## src/rtl/mult_share_arbiter.sv

```systemverilog
// Round-robin sharing of one 4x4 signed Booth/Brent-Kung multiplier between NREQ requesters.
// Two-stage datapath with tagged result FIFO; MULT_ARB_PERF_EN adds per-requester grant counters.

module mult4s_booth4_brentkung (
  input  logic signed [3:0] a,
  input  logic signed [3:0] b,
  output logic signed [7:0] p
);

  logic [7:0] a_ext;
  logic [7:0] pp0;
  logic [7:0] pp1_raw;
  logic [7:0] pp1;
  logic [7:0] g;
  logic [7:0] pr;
  logic [7:0] c;
  logic g10, p10, g32, p32, g54, p54;
  logic g30, p30, g50, g20, g40, g60;

  function automatic logic [7:0] booth_pp(input logic [2:0] grp, input logic [7:0] x);
    logic [7:0] val;
    val = 8'h00;
    case (grp)
      3'b001, 3'b010: val = x;
      3'b011:         val = x << 1;
      3'b100:         val = ~(x << 1) + 8'd1;
      3'b101, 3'b110: val = ~x + 8'd1;
      default:        val = 8'h00;
    endcase
    return val;
  endfunction

  assign a_ext   = {{4{a[3]}}, a};
  assign pp0     = booth_pp({b[1:0], 1'b0}, a_ext);
  assign pp1_raw = booth_pp(b[3:1], a_ext);
  assign pp1     = {pp1_raw[5:0], 2'b00};

  assign g  = pp0 & pp1;
  assign pr = pp0 ^ pp1;

  // Brent-Kung prefix tree: up-sweep on pairs, then fill-in of the odd spans.
  assign g10 = g[1] | (pr[1] & g[0]);
  assign p10 = pr[1] & pr[0];
  assign g32 = g[3] | (pr[3] & g[2]);
  assign p32 = pr[3] & pr[2];
  assign g54 = g[5] | (pr[5] & g[4]);
  assign p54 = pr[5] & pr[4];
  assign g30 = g32 | (p32 & g10);
  assign p30 = p32 & p10;
  assign g50 = g54 | (p54 & g30);
  assign g20 = g[2] | (pr[2] & g10);
  assign g40 = g[4] | (pr[4] & g30);
  assign g60 = g[6] | (pr[6] & g50);

  assign c = {g60, g50, g40, g30, g20, g10, g[0], 1'b0};
  assign p = pr ^ c;

endmodule

module mult_share_arbiter #(
  parameter  int NREQ       = 4,
  parameter  int FIFO_DEPTH = 4,
  localparam int IDW        = $clog2(NREQ)
) (
  input  logic              clk,
  input  logic              rst_n,
  input  logic [NREQ-1:0]   req_valid,
  output logic [NREQ-1:0]   req_ready,
  input  logic [4*NREQ-1:0] req_multiplicand,
  input  logic [4*NREQ-1:0] req_multiplier,
  output logic              rsp_valid,
  input  logic              rsp_ready,
  output logic [IDW-1:0]    rsp_id,
  output logic [7:0]        rsp_product
`ifdef MULT_ARB_PERF_EN
  ,
  output logic [16*NREQ-1:0] grant_count
`endif
);

  localparam int AW = $clog2(FIFO_DEPTH);
  localparam int CW = AW + 1;

  logic [IDW-1:0] rr_ptr;
  logic [IDW:0]   scan_idx;
  logic [NREQ-1:0] grant_vec;
  logic [IDW-1:0] grant_id;
  logic           grant_any;
  logic [CW:0]    occupancy;
  logic           issue_ok;
  logic [3:0]     sel_a;
  logic [3:0]     sel_b;

  logic                s1_valid;
  logic [IDW-1:0]      s1_id;
  logic signed [3:0]   s1_a;
  logic signed [3:0]   s1_b;
  logic signed [7:0]   mult_p;

  logic                s2_valid;
  logic [IDW-1:0]      s2_id;
  logic [7:0]          s2_p;

  logic [7:0]     fifo_prod [FIFO_DEPTH];
  logic [IDW-1:0] fifo_id   [FIFO_DEPTH];
  logic [AW-1:0]  wr_ptr;
  logic [AW-1:0]  rd_ptr;
  logic [CW-1:0]  fifo_count;
  logic           push;
  logic           pop;

  // Same-cycle pops are deliberately not credited, so a full pipe never over-issues.
  assign occupancy = (CW+1)'(s1_valid) + (CW+1)'(s2_valid) + (CW+1)'(fifo_count);
  assign issue_ok  = rst_n && (occupancy < (CW+1)'(FIFO_DEPTH));

  always_comb begin
    grant_vec = '0;
    grant_id  = '0;
    grant_any = 1'b0;
    scan_idx  = '0;
    if (issue_ok) begin
      for (int k = 0; k < NREQ; k++) begin
        scan_idx = {1'b0, rr_ptr} + (IDW+1)'(k);
        if (scan_idx >= (IDW+1)'(NREQ)) scan_idx = scan_idx - (IDW+1)'(NREQ);
        if (!grant_any && req_valid[scan_idx[IDW-1:0]]) begin
          grant_any                     = 1'b1;
          grant_id                      = scan_idx[IDW-1:0];
          grant_vec[scan_idx[IDW-1:0]]  = 1'b1;
        end
      end
    end
  end

  assign req_ready = grant_vec;

  always_comb begin
    sel_a = '0;
    sel_b = '0;
    for (int k = 0; k < NREQ; k++) begin
      if (grant_id == IDW'(k)) begin
        sel_a = req_multiplicand[4*k +: 4];
        sel_b = req_multiplier[4*k +: 4];
      end
    end
  end

  always_ff @(posedge clk or negedge rst_n) begin
    if (!rst_n) begin
      rr_ptr   <= '0;
      s1_valid <= 1'b0;
      s1_id    <= '0;
      s1_a     <= '0;
      s1_b     <= '0;
    end else begin
      s1_valid <= grant_any;
      if (grant_any) begin
        s1_id  <= grant_id;
        s1_a   <= sel_a;
        s1_b   <= sel_b;
        rr_ptr <= (grant_id == IDW'(NREQ-1)) ? '0 : grant_id + IDW'(1);
      end
    end
  end

  mult4s_booth4_brentkung u_mult (
    .a (s1_a),
    .b (s1_b),
    .p (mult_p)
  );

  always_ff @(posedge clk or negedge rst_n) begin
    if (!rst_n) begin
      s2_valid <= 1'b0;
      s2_id    <= '0;
      s2_p     <= '0;
    end else begin
      s2_valid <= s1_valid;
      s2_id    <= s1_id;
      s2_p     <= mult_p;
    end
  end

  assign push = s2_valid;
  assign pop  = rsp_valid & rsp_ready;

  always_ff @(posedge clk or negedge rst_n) begin
    if (!rst_n) begin
      wr_ptr     <= '0;
      rd_ptr     <= '0;
      fifo_count <= '0;
      for (int k = 0; k < FIFO_DEPTH; k++) begin
        fifo_prod[k] <= '0;
        fifo_id[k]   <= '0;
      end
    end else begin
      if (push) begin
        fifo_prod[wr_ptr] <= s2_p;
        fifo_id[wr_ptr]   <= s2_id;
        wr_ptr            <= wr_ptr + AW'(1);
      end
      if (pop) rd_ptr <= rd_ptr + AW'(1);
      if (push && !pop)      fifo_count <= fifo_count + CW'(1);
      else if (!push && pop) fifo_count <= fifo_count - CW'(1);
    end
  end

  assign rsp_valid   = (fifo_count != '0);
  assign rsp_id      = fifo_id[rd_ptr];
  assign rsp_product = fifo_prod[rd_ptr];

`ifdef MULT_ARB_PERF_EN
  logic [15:0] gcnt [NREQ];

  always_ff @(posedge clk or negedge rst_n) begin
    if (!rst_n) begin
      for (int k = 0; k < NREQ; k++) gcnt[k] <= '0;
    end else begin
      for (int k = 0; k < NREQ; k++) begin
        if (grant_vec[k] && gcnt[k] != 16'hFFFF) gcnt[k] <= gcnt[k] + 16'd1;
      end
    end
  end

  always_comb begin
    grant_count = '0;
    for (int k = 0; k < NREQ; k++) grant_count[16*k +: 16] = gcnt[k];
  end
`endif

endmodule

```

## config.mk

```make
export PLATFORM = sky130hd
export DESIGN_NAME = mult_share_arbiter
export DESIGN_NICKNAME = d
export VERILOG_FILES = /design/src/rtl/mult_share_arbiter.sv
export SDC_FILE = /design/constraint.sdc
export NUM_CORES = 1
export LEC_CHECK = 0
export BUFFER_PORTS_ARGS = -buffer_cell sky130_fd_sc_hd__buf_2
export CORE_MARGIN = 2
export CORE_UTILIZATION = 58
export DETAILED_ROUTE_END_ITERATION = 16
export PLACE_DENSITY = 0.8
export REMOVE_ABC_BUFFERS = 1
export SLEW_MARGIN = 20
export SYNTH_ARGS = -nofsm -noshare
export SYNTH_HDL_FRONTEND = slang
export SYNTH_SLANG_ARGS = --single-unit
```

## constraint.sdc

```tcl
create_clock -name clk -period 5.2 [get_ports clk]
set_input_delay 0.26 -clock clk [delete_from_list [all_inputs] [get_ports clk]]
set_output_delay 0.26 -clock clk [all_outputs]
set_load 0.03 [all_outputs]
```

Yosys cells after proc, flatten, opt, wreduce, memory -nomap -nowiden:

Cells that the tools add are included.

* bitwise logic cells: 29
* add/subtract/negate cells: 16
* magnitude comparators: 16
* equality and inequality tests: 12
* reductions and logical operators: 21
* muxes and demuxes: 70

Operators by type and width (count)
* 2-to-1 mux 4 bit: 16
* 2-to-1 mux 2 bit: 17
* bitwise mux 32 bit: 1
* 2-to-1 mux 8 bit: 3
* one-hot mux 6 bit (4 select lines): 1
* one-hot mux 8 bit (3 select lines): 1
* adder 8 x 1 -> 8 bit (second input constant): 2
* binary-select mux 8 bit (select 2 bit): 1
* demux 8 bit (select 2 bit): 1
* 2-to-1 mux 1 bit: 16
* inverter 8 bit: 2
* XOR 8 bit: 2
* >= comparator 3 bit (second input constant): 5
* < comparator 2 x 3 -> 1 bit (second input constant): 4
* bitwise OR 4 bit: 3
* AND 1 bit: 11
* logical AND 1 bit: 11
* == test 3 bit (second input constant): 3
* binary-select mux 1 bit (select 2 bit): 4
* bitwise mux 8 bit: 1
* demux 1 bit (select 2 bit): 4
* == test 2 bit (second input constant): 4
* >= comparator 2 x 1 -> 1 bit (second input constant): 4
* bitwise OR 1 bit: 8
* other kinds (24): 39

* register bits: 71
* output and inout bits: 15
* word-level logic and storage cells: 183
* bits of input ports: 39

Depth between registers and ports, before layout:

Gate-level depths: netlist (run 1).

* depth in word-level cells: 26
* depth in mapped cells: 16
* gate-level depth less buffers: 13

Modules after synthesis:

A second synthesis (run 1) with hierarchy kept.

* cell total of the unflattened synthesis: 383
* area total of the unflattened synthesis: 4342.9 sq um

By module, submodules not included
* mult_share_arbiter: seq. area each 1776.7 sq um, cells each 300, area an instance 3721.1 sq um, times used 1
* mult4s_booth4_brentkung: seq. area each 0.0 sq um, cells each 83, area an instance 621.8 sq um, times used 1

Worst setup path before layout (run 1):

No wires, ideal clock.

* path kind: reg2reg
* from: register rr_ptr[0]
* to: register s1_a[1]
* arrival time: 3.660 ns
* period minus slack after synthesis: 3.782 ns
* buffers on the path: 3
* data required time: 5.078 ns
* stages on the path, launching flop included: 17
* setup time: 0.122 ns
* slack: 1.418 ns
* path through: dfrtp_1 clkbuf_1 buf_2 inv_1 ha_1 mux4_2 nor2b_1 nor2_1 o32a_1 inv_1 ha_1 clkbuf_1 nor2b_1 a221oi_1 nor3_1 a21oi_1 a21oi_1

* cells in the longest elaborated chain, start to end: 24
* elaborated cells between the ends (all ways): 54
* those cells by class: 7 x add/sub; 4 x order compare; 3 x eq/ne; 33 x mux; 7 x reduce/logical

RTL lines
* start: declaration: line 84 `logic [IDW-1:0] rr_ptr;`
* start signal: assignment: line 160 `rr_ptr <= (grant_id == IDW'(NREQ-1)) ? '0 : grant_id + IDW'(1);`
* >= comparator 2 x 3 -> 1 bit / subtractor 2 x 1 -> 2 bit (equally long branches): line 124 `if (scan_idx >= (IDW+1)'(NREQ)) scan_idx = scan_idx - (IDW+1)'(NREQ);`
* 2-to-1 mux 2 bit: line 124
* 2-to-1 mux 2 bit: line 121 `if (issue_ok) begin`
* binary-select mux 1 bit (select 2 bit): line 125 `if (!grant_any && req_valid[scan_idx[IDW-1:0]]) begin`
* 2-to-1 mux 1 bit (not written as such): line 125
* 2-to-1 mux 1 bit: line 125
* 2-to-1 mux 1 bit: line 121
* zero test 1 bit: line 125
* (+7 left out)
* zero test 1 bit: line 125
* logical AND 1 bit: line 125
* 2-to-1 mux 2 bit *: line 125
* 2-to-1 mux 2 bit *: line 121
* named net grant_id[0]: line 87 `logic [IDW-1:0] grant_id;`
* zero test 2 bit: line 140 `if (grant_id == IDW'(k)) begin`
* 2-to-1 mux 4 bit (3 in series): line 140
* 2-to-1 mux 4 bit *: line 140
* end signal: assignment: line 158 `s1_a <= sel_a;`
* end: declaration: line 96 `logic signed [3:0] s1_a;`

The timed path passes the listed nets; every way through them passes the cells marked *. The select of a mux whose other input is x is not followed.
A chain may end at the register's enable or synchronous reset.

Worst setup path in the final report (run 1):

* from: register rr_ptr[0]
* to: register s1_b[1]

* cells in the longest elaborated chain, start to end: 24
* elaborated cells between the ends (all ways): 54
* those cells by class: 7 x add/sub; 4 x order compare; 3 x eq/ne; 33 x mux; 7 x reduce/logical

RTL lines
* >= comparator 2 x 3 -> 1 bit / subtractor 2 x 1 -> 2 bit (equally long branches): line 124
* 2-to-1 mux 2 bit: line 124
* 2-to-1 mux 2 bit: line 121
* binary-select mux 1 bit (select 2 bit): line 125
* 2-to-1 mux 1 bit (not written as such): line 125
* 2-to-1 mux 1 bit: line 125
* 2-to-1 mux 1 bit: line 121
* zero test 1 bit: line 125
* (+7 left out)
* zero test 1 bit: line 125
* logical AND 1 bit: line 125
* 2-to-1 mux 2 bit *: line 125
* 2-to-1 mux 2 bit *: line 121
* named net grant_id[0]: line 87
* zero test 2 bit: line 140
* 2-to-1 mux 4 bit (3 in series): line 140
* 2-to-1 mux 4 bit *: line 140
* end signal: assignment: line 159 `s1_b <= sel_b;`
* end: declaration: line 97 `logic signed [3:0] s1_b;`

Marked as above.

==> key figures, run 1 <==
Outcome
  – Status: complete, no violations

Clocking
  – Cts bufs inserted: 9
  – Max clock buf depth: 2
  – H-tree levels: 3
  – Clock Sink Count: 71
  – Worst skew pair latency: 350 ps
  – Resize count post-CTS: 0
  – Post-CTS Repair Setup Buffers: 0
  – Hold_buf cts: 0
  – CTS tree: yes
  – Worst-path clk slew: about 80 ps
  – Root buffer cell: clkbuf_8

Synthesis
  – Post-synthesis xor/xnor area fraction: 0.02482
  – Synth top cells by count: 71 x dfrtp_1, 41 x mux2_2, 31 x a21oi_1, 25 x nor2_1
  – Largest cells by area after synthesis: dfrtp_1 42%, mux2_2 11%, mux4_2 7.4%
  – Adder-Cell Fraction of Synth Area: 0.08685
  – Avg Inst Size Synth: 11.00 um2
  – Top-area cell type share of the netlist area: 0.4195
  – FF+latch count, synth: 71
  – Post-synth top area cell: dfrtp_1
  – Yosys cell types: 44
  – Yosys warnings: 0
  – Ys flop type: dfrtp_1
  – Mapped Area: 0.004235 mm2
  – Simple-Gate Fraction of Synth Area: 0.09808
  – Compound-Gate Fraction of Synth Area: 0.1368
  – Sequential share of the synthesized area: 0.4195
  – Largest family of logic cells by synthesized area: multiplexers
  – Synth Instances: 385
  – Mux share of post-synthesis cell area: 0.1929
  – Synth async-reset ratio: 1.000
  – Most common cell in the netlist: dfrtp_1
  – Number of enable flip-flop cells after synthesis: 0

Cells and area
  – Share of cells above drive strength 1: 0.2867
  – Area Overhead vs Synth: 11.40%
  – Design Area, Final: 0.004718 mm2
  – Antenna diodes: 0
  – Final std cells w/o fill: 535
  – Nets: 497
  – Final design utilization: 0.6575

Place
  – DP Wirelength: 5.765 mm
  – Placed insts: 519
  – Cell Area, Placed: 0.004537 mm2
  – Buffers on Ports: 53
  – Gpl congestion: 0.8992

STA
  – Layout Skew: 14.14 ps
  – Final Max Slew Viols: 0
  – Slew @ Worst Pin: 853.6 ps
  – FMAX: ~240 MHz
  – RSZ-0062 raised after global routing: false
  – Crit path time final: around 4200 ps
  – # setup viols final: 0
  – Crit share post-route: 0.8050
  – Max-slew headroom: 0.4309
  – Setup TNS: 0 ps
  – Hold WS: 125.7 ps
  – Final hold violations: 0

Power
  – Register share of total power: 0.341
  – Clock share of power: 0.120
  – Psw: 1.460 mW
  – P_leak: 2.151 nW
  – Worst vdd ir: 269.9 uV
  – Int Pwr: between 1.5 and 2 mW
  – Logic pwr share: 0.538
  – Switch share: 0.4377
  – Pwr dens: 707.0 mW/mm2

Worst setup path
  – Worst R2R Setup Slack: 1010 ps
  – Worst-path fanout max: 20
  – R2r endpoint: s1_b[1]
  – Startpoint types: register
  – CP Data Arrival Time: 4390 ps
  – Setup Crit Path Kind: register to register
  – Worst setup EP type: register
  – Path depth of the worst reg2reg path: 13
  – Req. time, crit path: 5400 ps
  – FF-to-FF Start: rr_ptr[0]

Global route
  – Initial antenna violation count: 0
  – First-pass GRT wire length: 13.48 mm
  – Grt total ovfl: 0
  – Largest net degree at the start of global routing: about 70
  – GRT Total Usage: 0.2175
  – Number of global-route vias before repair: 2915

Route
  – Vias: about 3000
  – WL final: about 8.1 mm
  – DR vias/cell: ~5.7
  – DRC: 0
  – Detail Route Antenna Nets: 0
  – Per-cell routed wire length: roughly 15 um
  – DR pass1 iterations: 4
  – Initial DRC count: 128

Die
  – Die height: 89.46 um
  – Die area: 0.008002 mm2
  – I/O pin count: 54
  – Die width: 89.46 um
  – Initial core utilization: 0.5902
  – Row cnt: 31
  – Core box area: around 0.0072 mm2

Worst hold path
  – Min-Delay Path Class: input pin to asynchronous set/reset pin

Run
  – MaxCap Viol Count: 0
==> worst max-delay path, cell delays in order (launching register included) <==
cell and delay (ps):
dfrtp_1 780, inv_1 260, ha_1 480, mux4_2 620, nor2b_1 300, nor2_1 90, o32a_1 240, inv_1 120
ha_1 360, nor2b_1 190, a221oi_1 310, nor3_1 80, a21oi_1 140, a21oi_1 80
==> power by group through the flow <==
stage / clock network (mW) / logic, mW / registers (mW)
after detailed placement: 0 / 1.79 / 1.15
final: 0.402 / 1.80 / 1.14
after global routing: 0.436 / 2.00 / 1.20
after floorplan: 0 / 1.45 / 1.06
after CTS: 0.411 / 1.80 / 1.14
after global placement: 0 / 1.72 / 1.13
==> layout by cell type, fill, tap and decap left out, drive strengths merged, types with 3 or more instances in the layout <==
cell      Yosys  layout
o21ai        13      13
a21oi        31      31
nand2b        5       5
o211ai        3       3
a21o          3       3
nor2b        14      14
o22ai         4       4
fa            4       4
buf           7      54
dfrtp        71      71
a2bb2oi       3       3
nor3         12      12
mux4         14      14
xor2          6       6
mux2         41      41
inv          20      21
ha           23      23
o21a          3       3
o32ai         4       4
clkbuf       12      10
nor2         25      25
mux2i         4       4
a221oi       13      13
nand2        23      23
clkinvlp      0       4
xnor2         6       6
==> flip-flops by register name, summed over array words and instances (netlist names) <==
signal / cells
fifo_prod: 32
fifo_id: 8
s2_p: 8
s1_a: 4
s1_b: 4
fifo_count: 3
rd_ptr: 2
rr_ptr: 2
s1_id: 2
s2_id: 2
wr_ptr: 2
push: 1
s1_valid: 1
==> layer usage <==
layer / vias to the layer above / global-route usage / part of all wire
li1: 1486 / - / -
met1: 1465 / 0.2981 / 0.46
met2: 84 / 0.3495 / 0.48
met3: 14 / 0.03693 / 0.041
met4: 0 / 0.08005 / 0.017
met5: - / 0 / 0
==> how the worst max path moves through the flow <==
stage	slack [ps]	startpoint	cells past startpoint	end
after floorplan	1620	rr_ptr[0]	13	s1_a[0]
after global placement	1270	rr_ptr[0]	13	s1_a[3]
after detailed placement	1070	rr_ptr[0]	13	s1_b[1]
after CTS	1040	rr_ptr[0]	13	s1_b[1]
after global routing	630	rr_ptr[0]	13	s1_b[1]
final	1010	rr_ptr[0]	13	s1_b[1]
==> cell families after synthesis <==
| logic type | count (synthesis) |
|---|---|
| fa+ha+maj | 27 |
| simple gates | 88 |
| buf+inv | 40 |
| flops | 71 |
| mux | 59 |
| xor+xnor | 12 |
| compound gates | 88 |
==> area by class of cell <==
class / instances / area (um2)
tap: 99 / 123.9
multi-input combinational: 274 / 2285
clock inverter: 6 / 43.79
inverter: 21 / 78.83
fill: 560 / 2457
sequential: 71 / 1777
clock buffer: 10 / 137.6
timing repair buffer: 54 / 272.8
==> stage by stage <==
step / worst slack [ps] / power, mW
detailed placement: 1066 / 2.941
floorplan: 1624 / 2.505
global placement: 1272 / 2.843
CTS: 1041 / 3.353
finish: 1014 / 3.336
global route: 633.5 / 3.634
Power figures use the tool's default switching activity.
==> inputs of run 2 (changes only) <==
Settings changed: ABC_AREA from default to 1, CORE_UTILIZATION 58 to 53, PLACE_DENSITY 0.8 to 0.77.
Clock period 5.2 ns to 3.6 ns, I/O delays scaled along.
==> run 2 against run 1 <==
  * Fmax is 29% higher
  * Largest power group unchanged
  * Flip-flop and latch count stayed put
  * Highest routed layer unchanged
  * Combinational power is 47% higher
  * Critical endpoint is now s1_a[3]
  * Worst setup slack worse by 650 ps
  * Die area is 9.9% higher
  * Critical path depth is 4 higher
==> key figures, run 2 <==
STA
  – FMAX: 309.2 MHz (+29%)
  – RSZ-0062 raised after global routing: false
  – Crit path time final: 3234 ps (-951.6 ps)
  – Setup TNS: 0 ps (unchanged)
  – Slew @ Worst Pin: 878.8 ps (+25.16 ps)
  – Max-slew headroom: 0.4142 (-0.01677)
  – Final Max Slew Viols: 0 (unchanged)
  – Final hold violations: 0 (unchanged)
  – # setup viols final: 0 (unchanged)
  – Layout Skew: 7.514 ps (-6.627 ps)
  – Crit share post-route: 0.8985 (+0.09344)
  – Hold WS: 73.95 ps (-51.78 ps)

Worst setup path
  – Worst-path fanout max: 12 (-40%)
  – Req. time, crit path: 3880 ps (-1520 ps)
  – Setup Crit Path Kind: register to register
  – Worst setup EP type: register
  – Startpoint types: register
  – Critical Path Max Stage Delay: 550 ps (-230 ps)
  – CP Data Arrival Time: 3510 ps (-880 ps)
  – Slowest CP cell: dfrtp_1
  – CP dominant cell by count: nand2_1
  – Worst-path cell chain: inv_2, ha_1, inv_1, nand2_1, nand2_2, nor2_8, nand3b_4, nand2_4, inv_2, nand2_1, inv_1, ha_1, nor2_1, nand2_1, a22oi_1, mux2i_1, o21ai_2

Place
  – DP Wirelength: 5.975 mm (+3.6%)
  – Cell Area, Placed: 0.004559 mm2 (+0.50%)
  – Gpl congestion: 0.9038 (+0.51%)
  – Buffers on Ports: 53 (unchanged)

Run
  – MaxCap Viol Count: 0 (unchanged)

Synthesis
  – Ys flop type: dfrtp_1
  – Largest family of logic cells by synthesized area: simple AND/OR/NAND/NOR gates
  – Adder-Cell Fraction of Synth Area: 0.08609 (-0.0007630)
  – Largest cells by area after synthesis: dfrtp_1 42%, nand2_1 8.7%, o21ai_0 8.1%
  – Post-synthesis xor/xnor area fraction: 0.01230 (-0.01252)
  – Sequential share of the synthesized area: 0.4158 (-0.003685)
  – Simple-Gate Fraction of Synth Area: 0.2006 (+0.1025)
  – Compound-Gate Fraction of Synth Area: 0.1836 (+0.04682)
  – Top-area cell type share of the netlist area: 0.4158 (-0.003685)
  – Synth async-reset ratio: 1.000 (unchanged)
  – Most common cell in the netlist: nand2_1
  – Mux share of post-synthesis cell area: 0.01874 (-0.1742)
  – Mapped Area: 0.004273 mm2 (+0.89%)
  – Synth top cells by count: 99 x nand2_1, 71 x dfrtp_1, 69 x o21ai_0, 56 x inv_1, 32 x nor2_1
  – Synth Instances: 513 (+33%)
  – Post-synth top area cell: dfrtp_1
  – Yosys cell types: 37 (-16%)
  – Yosys warnings: 0 (unchanged)
  – Avg Inst Size Synth: 8.329 um2 (-24%)
  – FF+latch count, synth: 71 (unchanged)
  – Number of enable flip-flop cells after synthesis: 0 (unchanged)

Route
  – Per-cell routed wire length: 12.79 um (-15%)
  – Metal3 WL: 437 um (+31%)
  – DR vias/cell: 5.339 (-6.3%)
  – Initial DRC count: 138 (+7.8%)
  – Vias: 3545 (+16%)
  – Met2 routed WL: 4.022 mm (+2.8%)
  – DRC: 0 (unchanged)
  – Detail Route Antenna Nets: 0 (unchanged)
  – Top Layer Used: met4
  – DR pass1 iterations: 4 (unchanged)
  – WL met1: 3.937 mm (+6.1%)
  – WL final: 8.494 mm (+5.0%)

Die
  – Initial core utilization: 0.5501 (-0.04014)
  – Die height: 93.79 um (+4.8%)
  – I/O pin count: 54 (unchanged)
  – Die width: 93.79 um (+4.8%)
  – Die area: 0.008797 mm2 (+9.9%)
  – Core box area: 0.007767 mm2 (+8.2%)
  – Row cnt: 32 (+3.2%)

Power
  – P_leak: 2.461 nW (+14%)
  – Worst vdd ir: 481.3 uV (+78%)
  – Power Total: 4.725 mW (+42%)
  – Pwr dens: 994.5 mW/mm2 (+41%)

Clocking
  – Root buffer cell: clkbuf_8
  – Post-CTS Repair Setup Buffers: 0 (unchanged)
  – Cts bufs inserted: 9 (unchanged)
  – Clock Sink Count: 71 (unchanged)
  – Max clock buf depth: 2 (unchanged)
  – Worst skew pair latency: 350 ps (about the same)
  – H-tree levels: 3 (unchanged)
  – Worst-path clk slew: 70 ps (about the same)
  – CTS tree: yes

Cells and area
  – Area Overhead vs Synth: 11.19%
  – Nets: 623 (+25%)
  – Antenna diodes: 0 (unchanged)
  – Largest regs: fifo_prod x32, fifo_id x8, s2_p x8
  – Most frequent cells in the layout: 99 x nand2_1, 70 x dfrtp_1, 69 x o21ai_0
  – Final design utilization: 0.6116 (-0.04591)
  – Design Area, Final: 0.004751 mm2 (+0.69%)
  – Largest register FFs: 32 (unchanged)
  – Share of cells above drive strength 1: 0.1922 (-0.09453)
  – Most common cell after layout, fill and taps aside: nand2_1
  – Most flops, register: fifo_prod

Worst hold path
  – Min-Delay Path Class: input pin to asynchronous set/reset pin

Global route
  – GRT Total Usage: 0.2029 (-0.01460)
  – First-pass GRT wire length: 14.37 mm (+6.6%)
  – Number of global-route vias before repair: 3292 (+13%)
  – Initial antenna violation count: 0 (unchanged)
  – Grt total ovfl: 0 (unchanged)
  – Largest net degree at the start of global routing: 72 (unchanged)

Outcome
  – Status: complete, no violations
-- run 2: worst max-delay path, delay by kind of cell, from the launching register on --
kind	cells	cell delay [ps]
and+or+nand+nor	8	1150
adders and majority gates	2	680
DFF	1	550
buffers and inverters	4	370
AOI/OAI and AO/OA	2	300
muxes	1	110
-- run 2: path summary, 6_finish.rpt --
kind / slack (ps) / cells past startpoint / to / start
max: 370 / 17 / s1_a[3] / rr_ptr[1]
min: 70 / 2 / rd_ptr[1] / rst_n
max reg2reg: 370 / 17 / s1_a[3] / rr_ptr[1]
min reg2reg: 380 / 0 / s2_id[1] / s1_id[1]
max in group asynchronous: 2910 / 2 / rr_ptr[0] / rst_n
min in group clk: 90 / 3 / rd_ptr[0] / rsp_ready
-- run 2: routing by layer --
metal,vias up,GRT usage
li1,1785,-
met1,1658,0.2573
met2,91,0.3411
met3,11,0.05297
met4,0,0.06039
met5,-,0
-- run 2: kinds of logic (layout without fill, tap and decap cells) --
kind of cell               after synthesis  count (layout)
adders and majority gates               27              27
buffers and inverters                   82             131
AOI/OAI and AO/OA                      135             135
DFF                                     71              71
and+or+nand+nor                        184             184
xor gates and xnor gates                 6               6
muxes                                    8               8
-- run 2: area by class of cell --
type                            instances  area (um2)
Tap cell                              102       127.6
Timing Repair Buffer                   55       280.3
Fill cell                             666        3017
Sequential cell                        71        1778
Multi-Input combinational cell        360        2142
Clock buffer                           12       145.1
Clock inverter                          4       45.04
Inverter                               60       232.7
-- run 2: metrics by stage --
stage | instances | setup slack, ps
2_1_floorplan | 491 | 499.2
3_3_place_gp | 648 | 478.4
3_5_place_dp | 648 | 292.9
4_1_cts | 664 | 269.0
5_1_grt | 664 | 70.32
6_report | 664 | 365.5
-- run 2: timing repair --
| item | in CTS | in global routing |
|---|---|---|
| setup endpoints to repair | 0 | 5 |
| hold buffers | 0 | 0 |
| resized for setup | 0 | 1 |
-- run 2: power by group --
| group | leakage [nW] | internal (mW) | switching, mW |
|---|---|---|---|
| sequential | 0.908 | 1.14 | 0.321 |
| combinational | 1.45 | 0.942 | 1.70 |
| clock | 0.100 | 0.336 | 0.278 |
